--- src/rtl/bp_be_stride_pf_sched.sv ---
// Prefetch issue scheduler: tracks confirmed-stride streams and shares one D$ prefetch port
// between them round-robin. Optional macro BP_BE_PF_PAGE_GUARD_EN keeps streams inside a 4 KiB page.
module bp_be_stride_pf_sched #(
  parameter int streams_p      = 4,
  parameter int depth_p        = 4,
  parameter int stride_width_p = 8,
  parameter int vaddr_width_p  = 39
) (
  input  logic                             clk_i,
  input  logic                             reset_n_i,
  input  logic                             enable_i,
  input  logic                             flush_i,
  input  logic                             train_v_i,
  input  logic [vaddr_width_p-1:0]         train_pc_i,
  input  logic [vaddr_width_p-1:0]         train_addr_i,
  input  logic [stride_width_p-1:0]        train_stride_i,
  output logic                             pf_v_o,
  output logic [vaddr_width_p-1:0]         pf_addr_o,
  input  logic                             pf_ready_i,
  output logic [$clog2(streams_p+1)-1:0]   active_streams_o,
  output logic                             dbg_state_o
);

  localparam int idx_w_lp  = (streams_p > 1) ? $clog2(streams_p) : 1;
  localparam int cred_w_lp = $clog2(depth_p + 1);
  localparam int cnt_w_lp  = $clog2(streams_p + 1);

  typedef enum logic {S_IDLE = 1'b0, S_REQ = 1'b1} state_e;
  state_e r_state, w_state_n;

  logic [streams_p-1:0]     r_v;
  logic [vaddr_width_p-1:0] r_pc     [streams_p];
  logic [vaddr_width_p-1:0] r_next   [streams_p];
  logic [vaddr_width_p-1:0] r_stride [streams_p];
  logic [cred_w_lp-1:0]     r_credit [streams_p];
`ifdef BP_BE_PF_PAGE_GUARD_EN
  logic [vaddr_width_p-13:0] r_page  [streams_p];
`endif
  logic [idx_w_lp-1:0]      r_rr, r_victim, r_win;
  logic                     r_stale;
  logic [vaddr_width_p-1:0] r_pf_addr;
  logic [cnt_w_lp-1:0]      r_active;

  logic                     w_train, w_hit, w_has_free, w_replace;
  logic [idx_w_lp-1:0]      w_hit_idx, w_free_idx, w_tgt_idx;
  logic [vaddr_width_p-1:0] w_train_stride;
  logic [streams_p-1:0]     w_elig, w_off_page;
  logic                     w_found, w_launch, w_hs;
  logic [idx_w_lp-1:0]      w_pick, w_scan;
  logic [cnt_w_lp-1:0]      w_pop;

  assign w_train_stride = {{(vaddr_width_p-stride_width_p){train_stride_i[stride_width_p-1]}},
                           train_stride_i};
  assign w_train = train_v_i & ~flush_i & (train_stride_i != '0);

  // Descending scan so the lowest matching / free index is the one kept.
  always_comb begin
    w_hit      = 1'b0;
    w_hit_idx  = '0;
    w_has_free = 1'b0;
    w_free_idx = '0;
    for (int i = streams_p - 1; i >= 0; i--) begin
      if (r_v[i] && (r_pc[i] == train_pc_i)) begin
        w_hit     = 1'b1;
        w_hit_idx = idx_w_lp'(i);
      end
      if (!r_v[i]) begin
        w_has_free = 1'b1;
        w_free_idx = idx_w_lp'(i);
      end
    end
    w_replace = ~w_hit & ~w_has_free;
    w_tgt_idx = w_hit ? w_hit_idx : (w_has_free ? w_free_idx : r_victim);
  end

  always_comb begin
    w_elig     = '0;
    w_off_page = '0;
    w_pop      = '0;
    for (int i = 0; i < streams_p; i++) begin
`ifdef BP_BE_PF_PAGE_GUARD_EN
      w_off_page[i] = (r_next[i][vaddr_width_p-1:12] != r_page[i]);
`endif
      w_elig[i] = r_v[i] & (r_credit[i] != '0) & ~w_off_page[i];
      w_pop     = w_pop + cnt_w_lp'(r_v[i]);
    end
  end

  // Round-robin pick: first eligible entry at or after the rr pointer.
  always_comb begin
    w_found = 1'b0;
    w_pick  = '0;
    w_scan  = '0;
    for (int k = 0; k < streams_p; k++) begin
      w_scan = idx_w_lp'((int'(r_rr) + k) % streams_p);
      if (!w_found && w_elig[w_scan]) begin
        w_found = 1'b1;
        w_pick  = w_scan;
      end
    end
  end

  // pf_v_o/pf_ready_i: request held stable while valid; transfer on valid & ready; never withdrawn except by flush.
  always_comb begin
    w_state_n = r_state;
    w_launch  = 1'b0;
    w_hs      = 1'b0;
    case (r_state)
      S_IDLE: if (enable_i && w_found) begin
        w_launch  = 1'b1;
        w_state_n = S_REQ;
      end
      S_REQ: if (pf_ready_i) begin
        w_hs      = 1'b1;
        w_state_n = S_IDLE;
      end
      default: w_state_n = S_IDLE;
    endcase
    if (flush_i) begin
      w_launch  = 1'b0;
      w_state_n = S_IDLE;
    end
  end

  always_ff @(posedge clk_i or negedge reset_n_i) begin
    if (!reset_n_i) r_state <= S_IDLE;
    else            r_state <= w_state_n;
  end

  always_ff @(posedge clk_i or negedge reset_n_i) begin
    if (!reset_n_i) begin
      r_v       <= '0;
      r_rr      <= '0;
      r_victim  <= '0;
      r_win     <= '0;
      r_stale   <= 1'b0;
      r_pf_addr <= '0;
      r_active  <= '0;
      for (int i = 0; i < streams_p; i++) begin
        r_pc[i]     <= '0;
        r_next[i]   <= '0;
        r_stride[i] <= '0;
        r_credit[i] <= '0;
`ifdef BP_BE_PF_PAGE_GUARD_EN
        r_page[i]   <= '0;
`endif
      end
    end else begin
      r_active <= w_pop;
      if (flush_i) begin
        r_v     <= '0;
        r_stale <= 1'b0;
      end else begin
        if (w_hs) begin
          r_rr <= (r_win == idx_w_lp'(streams_p - 1)) ? '0 : r_win + idx_w_lp'(1);
          // A stale winner was replaced under the request; a same-cycle retrain wins over the decrement.
          if (!r_stale && !(w_train && (w_tgt_idx == r_win))) begin
            r_next[r_win] <= r_next[r_win] + r_stride[r_win];
            if (r_credit[r_win] != '0) r_credit[r_win] <= r_credit[r_win] - cred_w_lp'(1);
          end
        end
        for (int i = 0; i < streams_p; i++) begin
          if (w_off_page[i]) r_credit[i] <= '0;
        end
        if (w_launch) begin
          r_win     <= w_pick;
          r_pf_addr <= r_next[w_pick];
          r_stale   <= 1'b0;
        end
        if (w_train) begin
          r_v[w_tgt_idx]      <= 1'b1;
          r_pc[w_tgt_idx]     <= train_pc_i;
          r_next[w_tgt_idx]   <= train_addr_i + w_train_stride;
          r_stride[w_tgt_idx] <= w_train_stride;
          r_credit[w_tgt_idx] <= cred_w_lp'(depth_p);
`ifdef BP_BE_PF_PAGE_GUARD_EN
          r_page[w_tgt_idx]   <= train_addr_i[vaddr_width_p-1:12];
`endif
          if (w_replace) begin
            r_victim <= (r_victim == idx_w_lp'(streams_p - 1)) ? '0 : r_victim + idx_w_lp'(1);
            if ((w_launch && (w_tgt_idx == w_pick)) || ((r_state == S_REQ) && (w_tgt_idx == r_win)))
              r_stale <= 1'b1;
          end
        end
      end
    end
  end

  assign pf_v_o           = (r_state == S_REQ);
  assign pf_addr_o        = r_pf_addr;
  assign active_streams_o = r_active;
  assign dbg_state_o      = r_state;

endmodule

--- config.mk ---
export PLATFORM = sky130hd
export DESIGN_NAME = bp_be_stride_pf_sched
export DESIGN_NICKNAME = d
export VERILOG_FILES = /design/src/rtl/bp_be_stride_pf_sched.sv
export SDC_FILE = /design/constraint.sdc
export NUM_CORES = 1
export LEC_CHECK = 0
export ABC_AREA = 1
export CAP_MARGIN = 40
export CORE_MARGIN = 2
export CORE_UTILIZATION = 50
export CTS_BUF_LIST = sky130_fd_sc_hd__clkbuf_16
export DETAILED_ROUTE_END_ITERATION = 6
export DONT_BUFFER_PORTS = 1
export MAX_ROUTING_LAYER = met4
export PLACE_DENSITY = 0.65
export SYNTH_ARGS = -nofsm -noshare
export SYNTH_HDL_FRONTEND = slang
export SYNTH_SLANG_ARGS = --single-unit
export TNS_END_PERCENT = 100
--- constraint.sdc ---
create_clock -name clk_i -period 5.1 [get_ports clk_i]
set_clock_uncertainty 0.15 [all_clocks]
set_input_delay 1.02 -clock clk_i [delete_from_list [all_inputs] [get_ports clk_i]]
set_output_delay 1.02 -clock clk_i [all_outputs]
set_load 0.1 [all_outputs]
==> metrics <==
status=finished, violations left; failing checks=negative hold slack, max-slew violations; max cap viols=0; post-synthesis cell count=5,016; HP Class=in2async; TNS Setup=0 ns; syn_nets=between 5,000 and 6,000; Synth Register Bits=between 400 and 500; fillers=~6,300; global routing usage on met3=a little over an eighth; first-pass GRT wire length=187,000 um; DRC errors left=0; Synth Cell Area=~31,000 um2; wire length per cell=between 20 and 25 um; Reg clk slew, reported paths=~0.060 ns; CTS tree=yes; worst-case clock buffer depth=3; register area share after synthesis=about a third; DR pass1 iterations=6; grt ovf=0; I/O pin cnt=136; met2 Usage GRT=52.0%; CP top delay family=buffers and inverters; site row count=91; Syn-to-layout area delta=9.79%; antenna-violating nets left=0; Worst Path Arrival=roughly 4.7 ns; diode count=0; Root Buffer=clkbuf_16; initial antenna violation count=0; Initial Util=50.7%; Tot Pwr=roughly 24,000 uW; critical path peak fanout=26; vias in the first global route=30,700; crit path buf inv count=5; 1st-iter DRT viols=about 4,300; Syn. warnings=0; fin. max-slew vios=230; Netlist cell types=49; largest net degree at the start of global routing=between 400 and 500; reg2reg start=r_win[1]; CP startpoint kind=flop; gpl congestion=a little over 1; Die W=~250 um; PwrDens=around 700 nW/um2; Slowest cell on crit path=dfrtp_2; Reg2Reg Depth=20; DRT Wirelength=between 100,000 and 150,000 um; Worst Path Required=between 5 and 6 ns; Worst setup EP type=flop; via count=approximately 34,000; Setup Buffers After CTS=0; Final period util=between 80 and 90%; Hold Slack=-0.00396 ns; Leak Pwr=0.0172 uW; Fin. Hold Viols=1; Setup CP Type=reg2reg; Slew HR=-46.8%; RSZ-0062 raised after global routing=no; Gates resized, CTS repair=0; Die ar.=64,700 um2; reg-to-reg endpoint=r_next[19]; Via density=about 5.9; Tmin final=between 4 and 5 ns; share of cells above drive strength 1=approximately 5%; hpwl dp=~83,000 um; CTS sink cnt=410; most frequent CP cell=o21ai_0; I/O Buffers=0; R2R setup slack=between 0.7 and 0.8 ns; Worst path max stage delay=a little under 0.5 ns; Final Net Count=5,086; core area=around 60,000 um2; GRT busiest layer=met1; die height=254 um; all-layer global routing usage=38.8%; worst skew pair latency=~0.63 ns; Avg Inst Size Synth=approximately 6.3 um2; CTS Buf Count=49; final setup violation count=0; Max Fclk=roughly 230 MHz; met1 usage=between 50 and 60%; critical path, cell by cell=inv_2 -> buf_4 -> o21ai_0 -> a21oi_1 -> a21oi_1 -> buf_4 -> ha_1 -> inv_1 -> o21ai_0 -> or2_2 -> nor2_1 -> o21ai_0 -> a21oi_1 -> buf_4 -> xor2_1 -> o21ai_0 -> nand3_1 -> nand3_1 -> nand2_1 -> nand2_1; Worst-Margin Slew=around 2.2 ns; CTS H-tree lvls=2; VDD IR max=391 uV
-- cells by family (layout without fill, tap and decap cells) --
group / count (synthesis) / in the layout / share of synthesized area, %
simple gates: 2725 / 2725 / 35.5
compound gates: 995 / 995 / 16.9
buf+inv: 713 / 643 / 8.95
flops: 410 / 410 / 32.7
fa+ha+maj: 88 / 88 / 3.58
xor+xnor: 84 / 84 / 2.35
mux: 1 / 1 / 0.0359
-- cells in the final DEF (no fill, tap or decap), drive strengths merged, types with 5 or more instances in the layout --
cell      Yosys  final
a21boi        6      6
a21o         11     11
a21oi       230    230
a31oi        34     34
buf          89     98
bufinv        0      6
clkbuf      172     52
clkinv        4     23
clkinvlp      0      5
dfrtp       410    410
ha           85     85
inv         448    459
nand2      1664   1664
nand3       502    502
nand3b       10     10
nand4        47     47
nor2        466    466
nor3         17     17
o211ai       36     36
o21a          5      5
o21ai       612    612
o21bai        8      8
o22ai        37     37
or2          13     13
xnor2        45     45
xor2         39     39
-- per-stage QoR --
| step | hold slack (ns) | area [um2] | instances | util (%) | setup WS [ns] |
|---|---|---|---|---|---|
| floorplan | 0.298 | 31400 | 5016 | - | 0.632 |
| global placement | 0.312 | 32000 | 5658 | 51.8 | 0.801 |
| detailed placement | 0.319 | 32700 | 5683 | 52.8 | 0.754 |
| CTS | -0.0737 | 34300 | 5774 | 55.4 | 0.841 |
| global route | -0.0612 | 34400 | 5783 | 55.7 | 0.337 |
| finish | -0.00396 | 34400 | 5783 | 55.7 | 0.704 |
-- layer usage --
| layer | wire length, um | up-vias |
|---|---|---|
| li1 | - | 16100 |
| met1 | 53500 | 15700 |
| met2 | 48700 | 1864 |
| met3 | 17300 | 194 |
| met4 | 3360 | 0 |
| met5 | 0 | - |
-- Yosys cell counts, drive strengths merged --
| library cell | number | area, um2 |
|---|---|---|
| buf | 89 | 463 |
| a21o | 11 | 82.6 |
| and3 | 3 | 18.8 |
| o31ai | 4 | 30.0 |
| or2 | 13 | 81.3 |
| inv | 448 | 1680 |
| o21bai | 8 | 60.1 |
| a31oi | 34 | 213 |
| xnor2 | 45 | 394 |
| fa | 3 | 60.1 |
| o32ai | 1 | 8.76 |
| ha | 85 | 1060 |
| nor3 | 17 | 96.4 |
| a21oi | 230 | 1150 |
| o221a | 1 | 11.3 |
| nand2 | 1664 | 6260 |
| mux2 | 1 | 11.3 |
| o21ai | 612 | 3060 |
| xor2 | 39 | 342 |
| a211o | 1 | 8.76 |
| o221ai | 4 | 35.0 |
| a22oi | 1 | 7.51 |
| and2 | 1 | 6.26 |
| nor2 | 466 | 1750 |
| nand3b | 10 | 75.1 |
| a32oi | 2 | 17.5 |
| o211ai | 36 | 270 |
| dfrtp | 410 | 10300 |
| clkinv | 4 | 15.0 |
| a21boi | 6 | 45.0 |
| nand3 | 502 | 2520 |
| a31o | 2 | 17.5 |
| clkbuf | 172 | 647 |
| o22ai | 37 | 231 |
| nor4 | 2 | 12.5 |
| o21a | 5 | 37.5 |
| nand4 | 47 | 309 |
-- area by class of cell --
cell class / count / area, um2 / share of cell area [%]
multi-input cells: 3893 / 18400 / 53.4
flip-flops and latches: 410 / 10300 / 29.8
inverters: 452 / 1700 / 4.94
repair buffers: 100 / 1400 / 4.07
clock buffers: 50 / 1250 / 3.63
well taps: 837 / 1050 / 3.04
clock inverters: 41 / 379 / 1.10
-- sequential cells by signal, summed over array words and instances, names as in the netlist --
signal            count
r_victim              2
dbg_state_o           1
r_pc                156
r_next              156
r_stride             32
active_streams_o      3
r_win                 2
r_credit             12
r_rr                  2
pf_addr_o            39
r_v                   4
r_stale               1
-- worst reg2reg max path, stage by stage, from the launching register on --
cell and delay, ns:
dfrtp_2 0.49, inv_2 0.17, buf_4 0.36, o21ai_0 0.17, a21oi_1 0.14, a21oi_1 0.08
buf_4 0.17, ha_1 0.32, inv_1 0.23, o21ai_0 0.16, or2_2 0.35, nor2_1 0.12
o21ai_0 0.20, a21oi_1 0.19, buf_4 0.18, xor2_1 0.35, o21ai_0 0.13, nand3_1 0.12
nand3_1 0.10, nand2_1 0.09, nand2_1 0.04
-- where the power goes --
part / internal (uW) / switching (uW) / leakage (uW)
sequential: 4310 / 1630 / 0.00525
combinational: 4400 / 9770 / 0.0112
clock: 2090 / 1570 / 0.000814
-- how the worst max path moves through the flow --
stage,startpoint,endpoint,slack (ns),cells past startpoint
global route,r_win[0],r_next[135],0.34,19
detailed placement,train_addr_i[0],r_next[149],0.75,20
finish,r_win[1],r_next[19],0.70,20
floorplan,r_win[0],r_next[142],0.63,17
CTS,r_win[1],r_next[19],0.84,20
global placement,train_addr_i[0],r_next[141],0.80,18
Note: power is estimated with default switching activity, not from simulation.
